[config.mk]
export PLATFORM = sky130hd
export DESIGN_NAME = req_mutex_monitor
export DESIGN_NICKNAME = d
export VERILOG_FILES = /design/src/rtl/req_mutex_pkg.sv /design/src/rtl/req_mutex_monitor_popcount.sv /design/src/rtl/req_mutex_monitor.sv
export SDC_FILE = /design/constraint.sdc
export NUM_CORES = 1
export LEC_CHECK = 0
export ABC_AREA = 1
export ABC_CLOCK_PERIOD_IN_PS = 4000
export CAP_MARGIN = 20
export CORE_ASPECT_RATIO = 1.1
export CORE_MARGIN = 3
export CORE_UTILIZATION = 50
export CTS_CLUSTER_DIAMETER = 30
export DETAILED_ROUTE_END_ITERATION = 10
export GPL_ROUTABILITY_DRIVEN = 0
export GPL_TIMING_DRIVEN = 0
export HOLD_SLACK_MARGIN = 0.1
export PLACE_DENSITY_LB_ADDON = 0.05
export SYNTH_ARGS = -nofsm -noshare
export SYNTH_HDL_FRONTEND = slang
export SYNTH_SLANG_ARGS = --single-unit
export TNS_END_PERCENT = 20
[constraint.sdc]
create_clock -name clk -period 4 [get_ports clk]
set_clock_uncertainty 0.2 [all_clocks]
set_input_delay 0.6 -clock clk [delete_from_list [all_inputs] [get_ports clk]]
set_output_delay 0.6 -clock clk [all_outputs]
set_load 0.03 [all_outputs]
[src/rtl/req_mutex_pkg.sv]
// Shared types and helpers for the request mutual-exclusion monitor.
package req_mutex_pkg;

    typedef enum logic [1:0] {
        IDLE    = 2'd0,
        ARMED   = 2'd1,
        TRIPPED = 2'd2
    } state_e;

    // Bits needed to hold a count of 0..n set request lines.
    function automatic int pc_width(input int n);
        return $clog2(n + 1);
    endfunction

endpackage

[src/rtl/req_mutex_monitor_popcount.sv]
// Combinational population count of the sampled request vector.
module req_popcount
    import req_mutex_pkg::*;
#(
    parameter int N_CH = 2
) (
    input  logic [N_CH-1:0]           req,
    output logic [pc_width(N_CH)-1:0] count
);

    localparam int PC_W = pc_width(N_CH);

    always_comb begin
        count = '0;
        for (int i = 0; i < N_CH; i++) begin
            count = count + PC_W'(req[i]);
        end
    end

endmodule

[src/rtl/req_mutex_monitor.sv]
// Run-time mutual-exclusion checker over N_CH request lines.
// Define REQ_MUTEX_TURNAROUND_EN to also flag back-to-back ownership switches.
//
// state   | meaning
// IDLE    | out of reset or cleared while disabled, not yet checking
// ARMED   | checking, no violation since last clear
// TRIPPED | violation captured, further violations only counted
module req_mutex_monitor
    import req_mutex_pkg::*;
#(
    parameter int N_CH       = 2,
    parameter int MAX_ACTIVE = 1,
    parameter int CNT_W      = 8,
    parameter int TS_W       = 16
) (
    input  logic              clk,
    input  logic              rst_n,
    input  logic              en,
    input  logic              clr,
    input  logic [N_CH-1:0]   req,
    output logic              viol,
    output logic              viol_sticky,
    output logic [N_CH-1:0]   first_vec,
    output logic [TS_W-1:0]   first_ts,
    output logic [CNT_W-1:0]  viol_cnt,
    output logic [1:0]        state
);

    localparam int PC_W = pc_width(N_CH);

    state_e            st;
    logic [TS_W-1:0]   ts;
    logic [PC_W-1:0]   active;
    logic              over;
    logic              hit;
    logic [CNT_W-1:0]  cnt_inc;

    req_popcount #(.N_CH(N_CH)) u_popcount (
        .req   (req),
        .count (active)
    );

    assign over = 32'(active) > 32'(MAX_ACTIVE);

`ifdef REQ_MUTEX_TURNAROUND_EN
    logic [N_CH-1:0] prev_req;
    logic            turn;

    // A disabled cycle counts as an idle cycle between owners.
    always_ff @(posedge clk or negedge rst_n) begin
        if (!rst_n) begin
            prev_req <= '0;
        end else begin
            prev_req <= en ? req : '0;
        end
    end

    assign turn = (|prev_req) && (|req) && ~|(prev_req & req);
    assign hit  = en && (over || turn);
`else
    assign hit  = en && over;
`endif

    assign cnt_inc = (viol_cnt == '1) ? viol_cnt : viol_cnt + CNT_W'(1);

    always_ff @(posedge clk or negedge rst_n) begin
        if (!rst_n) begin
            ts <= '0;
        end else if (en) begin
            ts <= ts + TS_W'(1);
        end
    end

    always_ff @(posedge clk or negedge rst_n) begin
        if (!rst_n) begin
            st          <= IDLE;
            viol        <= 1'b0;
            viol_sticky <= 1'b0;
            first_vec   <= '0;
            first_ts    <= '0;
            viol_cnt    <= '0;
        end else begin
            viol <= 1'b0;
            if (clr) begin
                st          <= en ? ARMED : IDLE;
                viol_sticky <= 1'b0;
                first_vec   <= '0;
                first_ts    <= '0;
                viol_cnt    <= '0;
            end else begin
                case (st)
                    IDLE: begin
                        if (en) st <= ARMED;
                    end
                    ARMED: begin
                        if (hit) begin
                            st          <= TRIPPED;
                            viol        <= 1'b1;
                            viol_sticky <= 1'b1;
                            first_vec   <= req;
                            first_ts    <= ts;
                            viol_cnt    <= cnt_inc;
                        end
                    end
                    TRIPPED: begin
                        if (hit) begin
                            viol     <= 1'b1;
                            viol_cnt <= cnt_inc;
                        end
                    end
                    default: st <= IDLE;
                endcase
            end
        end
    end

    assign state = st;

    always @(posedge clk) begin
        if (rst_n && en) assert (!$isunknown(req));
    end

endmodule

==> metrics.md, run 1 <==
| Metric | Value |
|---|---|
| Cts bufs inserted | `5` |
| Grt ovf | `0` |
| RSZ-0062 raised after global routing | `false` |
| Startpoint type of the worst setup path | `flip-flop` |
| Total Neg Setup Slack | `0 ns` |
| Hold_ws | `0.271 ns` |
| Synth Area in Compound Gates | `2.56%` |
| Crit path cell chain | `clkdlybuf4s50_1` |
| Reg2reg start | `state[0]` |
| Clk pin slew, worst setup/hold paths | `0.09 ns` |
| DIE WIDTH | `69.3 um` |
| Leak | `1.37 nW` |
| Syn_nets | `271` |
| Most used routing layer | `met2` |
| Post-DP Area | `2620 um2` |
| Maximum clock path buffer count | `2` |
| Critical Path RT | `3.20 ns` |
| Layout Area Growth over Synthesis | `23.7%` |
| Number of I/O port buffers | `34` |
| Ant. Diodes | `0` |
| DRC errors left | `0` |
| FILL cells | `343` |
| # clock sinks | `46` |
| Crit Path Category | `reg2out` |
| Post-synthesis simple-gate area fraction | `30.0%` |
| Number of library cell types mapped by synthesis | `24` |
| Fin area | `2730 um2` |
| Starting Density | `53.6%` |
| Critical-path maximum fanout | `6` |
| Die area | `5240 um2` |
| Final min period | `2.29 ns` |
| Hold Violations, Final | `0` |
| Seq/Total Area, Yosys | `52.2%` |
| Post-synthesis sequential element count | `46` |
| Remaining antenna violation count | `0` |
| Post-Syn Area per Cell | `8.51 um2` |
| Sum of buffers and inverters on the critical path | `1` |
| Non-Filler Instances | `355` |
| Pwr dens | `477 nW/um2` |
| CP arrival | `1.49 ns` |
| Die span in y | `75.6 um` |
| Cell area after synthesis | `2200 um2` |
| Hold path startpoint | `viol_sticky` |
| Vias per std cell | `4.86` |
| Number of global-route vias before repair | `1593` |
| Max Slew Vio Count | `0` |
| Top-area cell type share of the netlist area | `52.2%` |
| CTS Hold Bufs | `1` |
| Met1 GRT Util | `23.1%` |
| Post-synthesis adder-cell area fraction | `3.41%` |
| CTS tree | `done` |
| Drt initial violations | `151` |
| Sw Share | `35.5%` |
| Most numerous cell in the Yosys netlist | `nand2_1` |
| Met3 GRT Util | `5.41%` |
| Fin nets | `314` |
| Worst min-delay path class | `reg2reg` |
| Period utilisation layout | `57.3%` |
| Worst setup margin | `1.71 ns` |
| Largest net degree at the start of global routing | `27` |
| Top cells by area, synth | `dfrtp_1, nand2_1, xor2_1` |
| DP Cell Count | `346` |
| Fraction of registers with async set/reset | `100%` |
| Worst hold endpoint | `viol_sticky` |
| Cells on worst reg2reg path | `6` |
| Slowest cell on crit path | `clkdlybuf4s50_1` |
| Pre-CTS setup slack | `1.78 ns` |
| Routed via count | `1725` |
| Layout cell share with drive strength beyond 1 | `8.58%` |
| GRT Util Overall | `18.0%` |
| Core area | `4110 um2` |
| WL per Instance | `12.1 um` |
| Rows | `24` |
| IO Count | `36` |
| First-pass GRT wire length | `7260 um` |
| H-Tree Depth | `2` |
| R2r setup slk | `2.24 ns` |
| Worst Hold Depth | `2` |
| Clock network power share | `22.4%` |
| Synth Instances | `259` |
| Root buf cell | `clkbuf_8` |
| Most common library cells after synthesis | `nand2_1, dfrtp_1, inv_1, nor2_1, nand3_1` |
| Fmax | `437 MHz` |
| Mux contribution to synthesized area | `0%` |
| Slew of the pin with the lowest slew margin | `0.502 ns` |
| Rel. slew slack | `66.5%` |
| Final Setup Violations | `0` |
| Grt met2 use | `29.4%` |
| Initial antenna violation count | `0` |
| XOR/XNOR Fraction of Synth Area | `5.96%` |
| Top delay family on crit path | `buffers and inverters` |
| Part of the power in registers | `47.1%` |
| Final core utilization | `66.2%` |
| Syn. warnings | `0` |
| Critical Path End Type | `output port` |
| Worst-Skew Late Latency | `0.30 ns` |
| Post-Route WL | `4290 um` |
| Sw power | `462 uW` |
| Comb power frac | `30.6%` |
| Reg-to-Reg End | `viol_cnt[7]` |
| Critical Path Max Stage Delay | `0.72 ns` |
| DRT Pass-1 Iters | `4` |
| Power Internal | `839 uW` |
| Worst vdd ir | `0.365 mV` |
| Total Power | `1.30 mW` |
| HPWL Detailed | `3170 um` |
| Main synth FF type | `dfrtp_1` |
| MaxCap Viol Count | `0` |
| Area leader, netlist | `dfrtp_1` |
| Setup Buffers After CTS | `0` |
| Cts repair resizes | `0` |
| Outcome | `complete, no violations` |
| EDFF count, synth | `0` |
| Largest family of logic cells by synthesized area | `simple AND/OR/NAND/NOR gates` |
## logic make-up after synthesis
family / Yosys count
AOI/OAI and AO/OA: 10
xor gates and xnor gates: 15
adders and majority gates: 6
buffers and inverters: 29
DFF: 46
and+or+nand+nor: 153
## layout make-up
class / instances / area, um2 / area share (%)
Multi-Input combinational cell: 184 / 923 / 33.9
Timing Repair Buffer: 36 / 365 / 13.4
Inverter: 25 / 93.8 / 3.44
Clock buffer: 7 / 86.3 / 3.17
Sequential cell: 46 / 1150 / 42.2
Clock inverter: 1 / 5.00 / 0.184
Tap cell: 52 / 65.1 / 2.39
Buffer: 4 / 35.0 / 1.29
## sequential cells by signal, indices dropped and copies added, names as in the netlist
register     count
viol             1
viol_sticky      1
first_ts        16
viol_cnt         8
ts              16
state            2
first_vec        2
## power by group through the flow
| stage | Clock, mW | Combinational (mW) | Sequential, mW |
|---|---|---|---|
| CTS | 0.302 | 0.403 | 0.614 |
| detailed placement | 0 | 0.400 | 0.622 |
| global route | 0.317 | 0.437 | 0.627 |
| floorplan | 0 | 0.169 | 0.697 |
| global placement | 0 | 0.390 | 0.620 |
| finish | 0.291 | 0.398 | 0.612 |
## worst max path at each step
stage	start	endpoint	slack, ns	cells after the start
6_report	viol_cnt[3]	viol_cnt[3]	1.71	1
4_1_cts	viol_cnt[3]	viol_cnt[3]	1.70	1
3_3_place_gp	rst_n	ts[13]	0.86	1
3_5_place_dp	clr	first_ts[2]	1.78	8
5_1_grt	viol_cnt[3]	viol_cnt[3]	1.65	1
2_1_floorplan	state[0]	viol_cnt[7]	2.25	9
## cells in the final DEF (no fill, tap or decap), types with 3 or more instances in the layout
cell type	netlist	routed
ha_1	6	6
clkbuf_8	0	6
a21oi_1	3	3
inv_2	4	4
inv_1	21	21
o21ai_0	5	5
xnor2_1	3	3
clkdlybuf4s50_1	0	33
dfrtp_1	46	46
xor2_1	12	12
nand4_1	6	6
nor2_1	21	21
nand3_1	16	16
nand2_1	100	100
## per-layer routing
layer	routed length (um)	part of all wire (%)	up-vias
met5	0	0	-
met4	54	1.3	0
met3	199	4.6	4
met2	1940	45	39
met1	2100	49	794
li1	-	-	888
No activity file was read; power rests on OpenSTA's default activity.
==> run 2: changes to the inputs <==
--- a/config.mk
+++ b/config.mk
@@ -6,7 +6,7 @@
 export NUM_CORES = 1
 export LEC_CHECK = 0
 export ABC_AREA = 1
-export ABC_CLOCK_PERIOD_IN_PS = 4000
+export ABC_CLOCK_PERIOD_IN_PS = 2300
 export CAP_MARGIN = 20
 export CORE_ASPECT_RATIO = 1.1
 export CORE_MARGIN = 3
==> constraint.sdc (replaced) <==
create_clock -name clk -period 2.3 [get_ports clk]
set_clock_uncertainty 0.2 [all_clocks]
set_input_delay 0.345 -clock clk [delete_from_list [all_inputs] [get_ports clk]]
set_output_delay 0.345 -clock clk [all_outputs]
set_load 0.03 [all_outputs]
==> results of run 2 <==
The final DEF is identical to that of run 1. Status: complete, no violations.
Main changes from that run: setup slack after placement 1.78 ns -> 0.333 ns; setup slack after layout 1.71 ns -> 0.264 ns; hold slack 0.271 ns -> 0.112 ns; register-to-register setup slack 2.24 ns -> 0.54 ns; end point of the worst hold path viol_sticky -> ts[0]; total power 1.30 mW -> 2.26 mW; worst IR drop on VDD 0.365 mV -> 0.635 mV
